<file path="src/rtl/rotation_angle_tracker.sv">
// rotation_angle_tracker
//   Measures the rotor period between accepted IR index edges and splits it
//   into ROTATIONAL_RES angular slices. A restoring divider yields
//   q = period / RES and r = period % RES. Slices last q or q+1 cycles, with
//   the remainder spread through an accumulator. The output angle is
//   phase-shifted and registered.
//
// Ports
//   clk_in           system clock
//   rst_n_in         asynchronous active-low reset
//   index_in         debounced IR index level (synchronous to clk_in)
//   phase_offset_in  angle offset; values >= ROTATIONAL_RES act as 0
//   theta_out        phase-adjusted angle (registered)
//   theta_valid_out  one-cycle strobe when theta_out takes a new slice value
//   period_out       last accepted revolution period in cycles
//   locked_out       slice timing valid
//   stall_out        rotor stopped; sticky until the next edge
module rotation_angle_tracker #(
    parameter int unsigned ROTATIONAL_RES = 1024,
    parameter int unsigned PERIOD_WIDTH   = 24,
    parameter int unsigned MIN_PERIOD     = 2048
) (
    input  logic                              clk_in,
    input  logic                              rst_n_in,
    input  logic                              index_in,
    input  logic [$clog2(ROTATIONAL_RES)-1:0] phase_offset_in,
    output logic [$clog2(ROTATIONAL_RES)-1:0] theta_out,
    output logic                              theta_valid_out,
    output logic [PERIOD_WIDTH-1:0]           period_out,
    output logic                              locked_out,
    output logic                              stall_out
);

    localparam int unsigned TW  = $clog2(ROTATIONAL_RES);
    localparam int unsigned PW  = PERIOD_WIDTH;
    localparam int unsigned DCW = $clog2(PW) + 1;

    localparam logic [PW-1:0]  CNT_MAX   = '1;
    localparam logic [PW-1:0]  MIN_P     = PW'(MIN_PERIOD);
    localparam logic [PW:0]    RES_D     = (PW+1)'(ROTATIONAL_RES);
    localparam logic [PW-1:0]  RES_P     = PW'(ROTATIONAL_RES);
    localparam logic [TW:0]    RES_T     = (TW+1)'(ROTATIONAL_RES);
    localparam logic [TW-1:0]  RES_TW    = TW'(ROTATIONAL_RES);
    localparam logic [TW-1:0]  THETA_MAX = TW'(ROTATIONAL_RES - 1);
    localparam logic [DCW-1:0] DIV_LAST  = DCW'(PW - 1);

    typedef enum logic [1:0] {
        S_IDLE,
        S_MEASURE,
        S_DIVIDE,
        S_RUN
    } state_t;

    state_t state_q, state_d;

    logic           index_q;
    logic [PW-1:0]  cnt_q;
    logic [PW-1:0]  div_dvd_q;
    logic [PW-1:0]  div_rem_q;
    logic [DCW-1:0] div_cnt_q;
    logic [PW-1:0]  q_cur, q_new;
    logic [TW-1:0]  r_cur, r_new;
    logic           new_pend;
    logic [TW-1:0]  acc_q;
    logic [PW-1:0]  slice_tmr_q;
    logic [TW-1:0]  theta_raw_q;
    logic           theta_evt_q;

    logic           rise;
    logic           first_edge, period_edge, edge_acc;
    logic           stall_evt, div_done;

    logic [PW:0]    div_trial;
    logic           div_ge;
    logic [PW-1:0]  div_diff, div_rem_nxt, div_quo_nxt;

    logic [TW:0]    acc_sum;
    logic           slice_long, slice_end;
    logic [TW-1:0]  acc_nxt;

    logic [TW-1:0]  off_eff;
    logic [TW:0]    theta_sum;
    logic [TW-1:0]  theta_adj;

    assign rise     = index_in & ~index_q;
    assign edge_acc = first_edge | period_edge;

    // Edges during DIVIDE are never accepted: the counter restarted on the
    // edge that entered DIVIDE and cannot reach MIN_PERIOD before it ends.
    always_comb begin
        state_d     = state_q;
        first_edge  = 1'b0;
        period_edge = 1'b0;
        stall_evt   = 1'b0;
        div_done    = 1'b0;
        case (state_q)
            S_IDLE: begin
                if (rise) begin
                    first_edge = 1'b1;
                    state_d    = S_MEASURE;
                end
            end
            S_MEASURE, S_RUN: begin
                if (rise && (cnt_q >= MIN_P)) begin
                    period_edge = 1'b1;
                    state_d     = S_DIVIDE;
                end else if (cnt_q == CNT_MAX) begin
                    stall_evt = 1'b1;
                    state_d   = S_IDLE;
                end
            end
            S_DIVIDE: begin
                if (cnt_q == CNT_MAX) begin
                    stall_evt = 1'b1;
                    state_d   = S_IDLE;
                end else if (div_cnt_q == DIV_LAST) begin
                    div_done = 1'b1;
                    state_d  = S_RUN;
                end
            end
            default: state_d = S_IDLE;
        endcase
    end

    always_ff @(posedge clk_in or negedge rst_n_in) begin
        if (!rst_n_in) state_q <= S_IDLE;
        else           state_q <= state_d;
    end

    // Restoring divider: dividend bits shift out of div_dvd_q's MSB while
    // quotient bits shift into its LSB, so after PW steps it holds q.
    always_comb begin
        div_trial   = {div_rem_q, div_dvd_q[PW-1]};
        div_ge      = (div_trial >= RES_D);
        div_diff    = div_trial[PW-1:0] - RES_P;
        div_rem_nxt = div_ge ? div_diff : div_trial[PW-1:0];
        div_quo_nxt = {div_dvd_q[PW-2:0], div_ge};
    end

    always_comb begin
        acc_sum    = {1'b0, acc_q} + {1'b0, r_cur};
        slice_long = (acc_sum >= RES_T);
        acc_nxt    = slice_long ? (acc_sum[TW-1:0] - RES_TW) : acc_sum[TW-1:0];
        slice_end  = locked_out &&
                     (slice_long ? (slice_tmr_q == q_cur)
                                 : (slice_tmr_q == q_cur - PW'(1)));
    end

    always_comb begin
        off_eff   = ({1'b0, phase_offset_in} >= RES_T) ? '0 : phase_offset_in;
        theta_sum = {1'b0, theta_raw_q} + {1'b0, off_eff};
        theta_adj = (theta_sum >= RES_T) ? (theta_sum[TW-1:0] - RES_TW)
                                         : theta_sum[TW-1:0];
    end

    always_ff @(posedge clk_in or negedge rst_n_in) begin
        if (!rst_n_in) begin
            index_q         <= 1'b0;
            cnt_q           <= '0;
            period_out      <= '0;
            div_dvd_q       <= '0;
            div_rem_q       <= '0;
            div_cnt_q       <= '0;
            q_cur           <= '0;
            r_cur           <= '0;
            q_new           <= '0;
            r_new           <= '0;
            new_pend        <= 1'b0;
            acc_q           <= '0;
            slice_tmr_q     <= '0;
            theta_raw_q     <= '0;
            theta_evt_q     <= 1'b0;
            theta_valid_out <= 1'b0;
            theta_out       <= '0;
            locked_out      <= 1'b0;
            stall_out       <= 1'b0;
        end else begin
            index_q <= index_in;

            // Counter starts at 1 after an edge so it reads the full
            // distance in cycles on the cycle the next edge is sampled.
            if (edge_acc)
                cnt_q <= PW'(1);
            else if (cnt_q != CNT_MAX)
                cnt_q <= cnt_q + PW'(1);

            if (period_edge)
                period_out <= cnt_q;

            if (period_edge) begin
                div_dvd_q <= cnt_q;
                div_rem_q <= '0;
                div_cnt_q <= '0;
            end else if (state_q == S_DIVIDE) begin
                div_dvd_q <= div_quo_nxt;
                div_rem_q <= div_rem_nxt;
                div_cnt_q <= div_cnt_q + DCW'(1);
            end

            if (stall_evt) begin
                stall_out   <= 1'b1;
                locked_out  <= 1'b0;
                theta_raw_q <= '0;
                slice_tmr_q <= '0;
                acc_q       <= '0;
                new_pend    <= 1'b0;
            end else if (edge_acc) begin
                theta_raw_q <= '0;
                slice_tmr_q <= '0;
                acc_q       <= '0;
                if (first_edge)
                    stall_out <= 1'b0;
            end else if (slice_end) begin
                slice_tmr_q <= '0;
                acc_q       <= acc_nxt;
                if (theta_raw_q != THETA_MAX)
                    theta_raw_q <= theta_raw_q + TW'(1);
                if (new_pend) begin
                    q_cur    <= q_new;
                    r_cur    <= r_new;
                    new_pend <= 1'b0;
                end
            end else if (locked_out) begin
                slice_tmr_q <= slice_tmr_q + PW'(1);
            end

            // Placed after the slice logic so a result finishing on a slice
            // boundary stays pending until the following boundary.
            if (div_done) begin
                if (!locked_out) begin
                    q_cur      <= div_quo_nxt;
                    r_cur      <= div_rem_nxt[TW-1:0];
                    locked_out <= 1'b1;
                end else begin
                    q_new    <= div_quo_nxt;
                    r_new    <= div_rem_nxt[TW-1:0];
                    new_pend <= 1'b1;
                end
            end

            theta_evt_q     <= locked_out && !stall_evt &&
                               (period_edge ||
                                (slice_end && (theta_raw_q != THETA_MAX)));
            theta_valid_out <= theta_evt_q;
            theta_out       <= theta_adj;
        end
    end

endmodule

</file>
<file path="config.mk">
export PLATFORM = sky130hd
export DESIGN_NAME = rotation_angle_tracker
export DESIGN_NICKNAME = d
export VERILOG_FILES = /design/src/rtl/rotation_angle_tracker.sv
export SDC_FILE = /design/constraint.sdc
export NUM_CORES = 1
export LEC_CHECK = 0
export CAP_MARGIN = 0
export CORE_ASPECT_RATIO = 1.4
export CORE_MARGIN = 2
export CORE_UTILIZATION = 60
export DETAILED_ROUTE_END_ITERATION = 8
export HOLD_SLACK_MARGIN = 0.02
export PLACE_DENSITY = 0.79
export SYNTH_ARGS = -nofsm -noshare
export SYNTH_HDL_FRONTEND = slang
export SYNTH_SLANG_ARGS = --single-unit
export TNS_END_PERCENT = 1
</file>
<file path="constraint.sdc">
create_clock -name clk_in -period 8.3 [get_ports clk_in]
set_input_delay 2.075 -clock clk_in [delete_from_list [all_inputs] [get_ports clk_in]]
set_output_delay 2.075 -clock clk_in [all_outputs]
set_load 0.01 [all_outputs]
</file>
==> summary.log <==
qor: logic_synthesis.syn_area_per_cell 9.181 sq um
qor: sta.maxClockFrequency 210.4 MHz
qor: global_routing.antenna_found_initial 0
qor: logic_synthesis.ys_seq_area_frac 0.4751
qor: global_routing.grt_remaining_overflow 0
qor: worst_setup_path.critical_path.max_stage_delay 0.87 ns
qor: power.static-leakage-power 6.046 nW
qor: clock_network.tritoncts_clock_tree built
qor: clock_network.cts-resized-gates 0
qor: logic_synthesis.ys_top_cells_by_area dfrtp_1, nand2_1, nor2_1, xnor2_1, xor2_1
qor: power.sw_frac_of_total 0.3335
qor: worst_setup_path.cp_common_cell buf_4
qor: worst_setup_path.cp_cell_instances clkdlybuf4s50_1 > nand2b_1 > o22ai_1 > a221oi_1 > and2_1 > buf_4 > o21a_1 > nand4_1 > buf_4 > nand2_1 > a22oi_1
qor: clock_network.cts_sinks 232
qor: route.detail_route.iter0.violations 619
qor: route.remaining_drc_errors 0
qor: status.status complete, no violations
qor: power.p_sw 1.339 mW
qor: logic_synthesis.yosys_most_used_dff dfrtp_1
qor: floorplanning.core_region_area 19920 sq um
qor: placed_design.hpwl 17.44 mm
qor: clock_network.cts.root.buffer_cell clkbuf_16
qor: clock_network.hold_fix_buffer_count_after_cts 0
qor: power.seq_power_share 0.471
qor: floorplanning.std_cell_rows 61
qor: clock_network.insertion_delay 0.51 ns
qor: placed_design.place_worst_setup_slack 3.107 ns
qor: global_routing.first_global_vias 9400
qor: layout.num-nets-final 1387
qor: logic_synthesis.synth_enable_flop_cells 0
qor: global_routing.global_route_wire_length_before_repair 44.30 mm
qor: route.detail_route.wl_per_cell 16.08 um
qor: global_routing.grt_util_all_layers 0.2402
qor: floorplanning.fp.dieArea 21540 sq um
qor: route.routed-via-count 9611
qor: sta.rsz0062_at_grt false
qor: logic_synthesis.post_synth_most_frequent_cells dfrtp_1, nand2_1, nor2_1
qor: worst_setup_path.critical_path.endpoint_type flop
qor: logic_synthesis.async_flop_share 1.000
qor: clock_network.cts_max_path_buffers 3
qor: global_routing.grt_start_max_net_pins 196
qor: logic_synthesis.synth-seq-cells 232
qor: route.drt_wl_total 25.91 mm
qor: power.clock_share_of_power 0.262
qor: sta.max_slew.worst_pin.slew 1.314 ns
qor: flow_run.max-cap-violations 0
qor: floorplanning.floorplan.die.width 124.6 um
qor: power.ir_drop 229.6 uV
qor: sta.final.setup.worst_slack 3.548 ns
qor: route.detail-route-antenna-nets 0
qor: power.report.power.total 4.015 mW
qor: placed_design.place.gp.congestion 0.8932
qor: clock_network.clk_transition_reported_paths 0.06 ns
qor: power.p_comb_frac 0.267
qor: worst_setup_path.r2r_cells 12
qor: logic_synthesis.netlist_area_pre_place 12220 sq um
qor: clock_network.inserted_clock_buffers 23
qor: hold_path.hold-path-cell-count 0
qor: layout.utilization 0.6830
qor: clock_network.cts_htree_levels 1
qor: floorplanning.die_h 172.9 um
qor: sta.relSlewSlack 0.1232
qor: worst_setup_path.worst_ep_arrival_time 5.07 ns
qor: floorplanning.top_level_ports 50
qor: logic_synthesis.netlist_instances 1331
qor: worst_setup_path.setup.worst_path.start_class input pin
qor: worst_setup_path.worst_ep_required_time 8.62 ns
qor: layout.post_route_cells_drive_above_1_share 0.07721
qor: sta.minimum_clock_period 4.752 ns
qor: route.tritonroute_pass_1_iters 5
qor: logic_synthesis.ys.warnings.count 0
qor: logic_synthesis.synth_top_cell_area_share 0.4751
qor: route.avgViaCountPerCell 5.962
qor: placed_design.port-buffer-count 49
qor: clock_network.post-cts-setup-buffers 0
qor: layout.area_growth_syn_to_layout 11.33%
qor: logic_synthesis.yosys.cell_types.count 69
qor: sta.finalMaxSlewViolations 0
qor: sta.fin_tns_setup 0 ns
qor: sta.report.final.hold_viol_count 0
qor: worst_setup_path.path_class in -> reg
qor: power.internal_power 2.676 mW
qor: floorplanning.floorplan.initialDensity 0.6135
qor: logic_synthesis.synthesis.nets 1373
qor: layout.number_of_diodes 0
qor: sta.clock-skew-final 0.01258 ns
qor: worst_setup_path.crit_slowest_cell a221oi_1
qor: power.p_per_area 295.1 nW/um^2
qor: sta.holdWs 0.4226 ns
qor: logic_synthesis.synthDominantAreaCellType dfrtp_1
qor: hold_path.worstHoldPathType reg -> reg
qor: sta.finalCritPeriodShare 0.5725
qor: sta.timing.final.setup_violations 0
qor: worst_setup_path.crit_path_max_fanout 35
qor: logic_synthesis.yosysMostFrequentCell dfrtp_1
state kept, by name (all words and copies together), names as in the netlist:
register,flops
q_new,24
q_cur,24
acc_q,10
period_out,24
cnt_q,24
div_dvd_q,24
theta_evt_q,1
div_rem_q,24
theta_valid_out,1
theta_raw_q,10
state_q,2
r_new,10
r_cur,10
locked_out,1
stall_out,1
slice_tmr_q,24
theta_out,10
div_cnt_q,6
index_q,1
new_pend,1
cell families (layout without fill, tap and decap cells):
group                    after synthesis  in the layout  synth area share
XOR/XNOR                             100            100           0.07167
multiplexers                          47             47           0.04188
adder cells (fa/ha/maj)               29             29           0.03092
AND/OR/NAND/NOR                      579            579            0.2224
flip-flops                           232            232            0.4751
AO/OA/AOI/OAI                        242            242            0.1238
buffers and inverters                102            131           0.03430
per-layer routing:
metal,vias to the layer above,global-route usage,share of wire
met5,-,0,0
met4,0,0.07537,0.025
met3,49,0.02599,0.037
met2,207,0.4219,0.50
met1,4688,0.3134,0.43
li1,4667,-,-
final timing paths:
kind,start,endpoint,slack [ns]
setup / recovery,index_in,q_cur[0],3.55
hold / removal,theta_evt_q,theta_valid_out,0.42
setup reg to reg,acc_q[0],slice_tmr_q[17],4.14
hold reg to reg,theta_evt_q,theta_valid_out,0.42
max in group asynchronous,rst_n_in,period_out[15],5.55
min in group asynchronous,rst_n_in,theta_out[8],1.43
cell type report:
class / count / area, sq um
clock buffers: 26 / 606.8
fillers: 1530 / 6315
well taps: 252 / 315.3
repair buffers: 63 / 613.1
inverters: 28 / 105.1
flip-flops and latches: 232 / 5806
multi-input cells: 997 / 6005
clock inverters: 14 / 155.1
worst max-delay path: cells and delay by family:
kind	cells	cell delay, ns
AO/OA/AOI/OAI	4	1.26
AND/OR/NAND/NOR	4	0.63
buffers and inverters	3	1.09
per-stage QoR:
step	instance area, sq um	std cells
floorplan	12220	1331
global route	13610	1612
global placement	12840	1572
finish	13610	1612
detailed placement	12840	1572
CTS	13610	1612
power groups by stage:
stage,clock (mW),combinational [mW],sequential (mW)
5_1_grt,1.11,1.22,1.95
3_3_place_gp,0,1.03,1.89
4_1_cts,1.07,1.09,1.89
2_1_floorplan,0,0.768,1.81
6_report,1.05,1.07,1.89
3_5_place_dp,0,1.08,1.90
cell usage in the layout (no fill, tap or decap), drive strengths merged, types with 4 or more instances in the layout:
master	instances
inv	28
nor2	139
or4	4
dfrtp	232
nand2b	8
or2	7
o31ai	4
xor2	44
nor3	23
a21o	8
o21a	6
nor2b	26
nand4	20
clkinvlp	4
nand2	231
and4	7
and3	15
o21bai	6
or3	8
and2	4
nand3	47
clkdlybuf4s50	48
mux2i	14
a31o	5
mux2	33
a31oi	58
nor4	23
buf	15
xnor2	56
o21ai	43
clkinv	7
a21oi	63
ha	27
a211oi	25
clkbuf	26
Power figures use the tool's default switching activity.
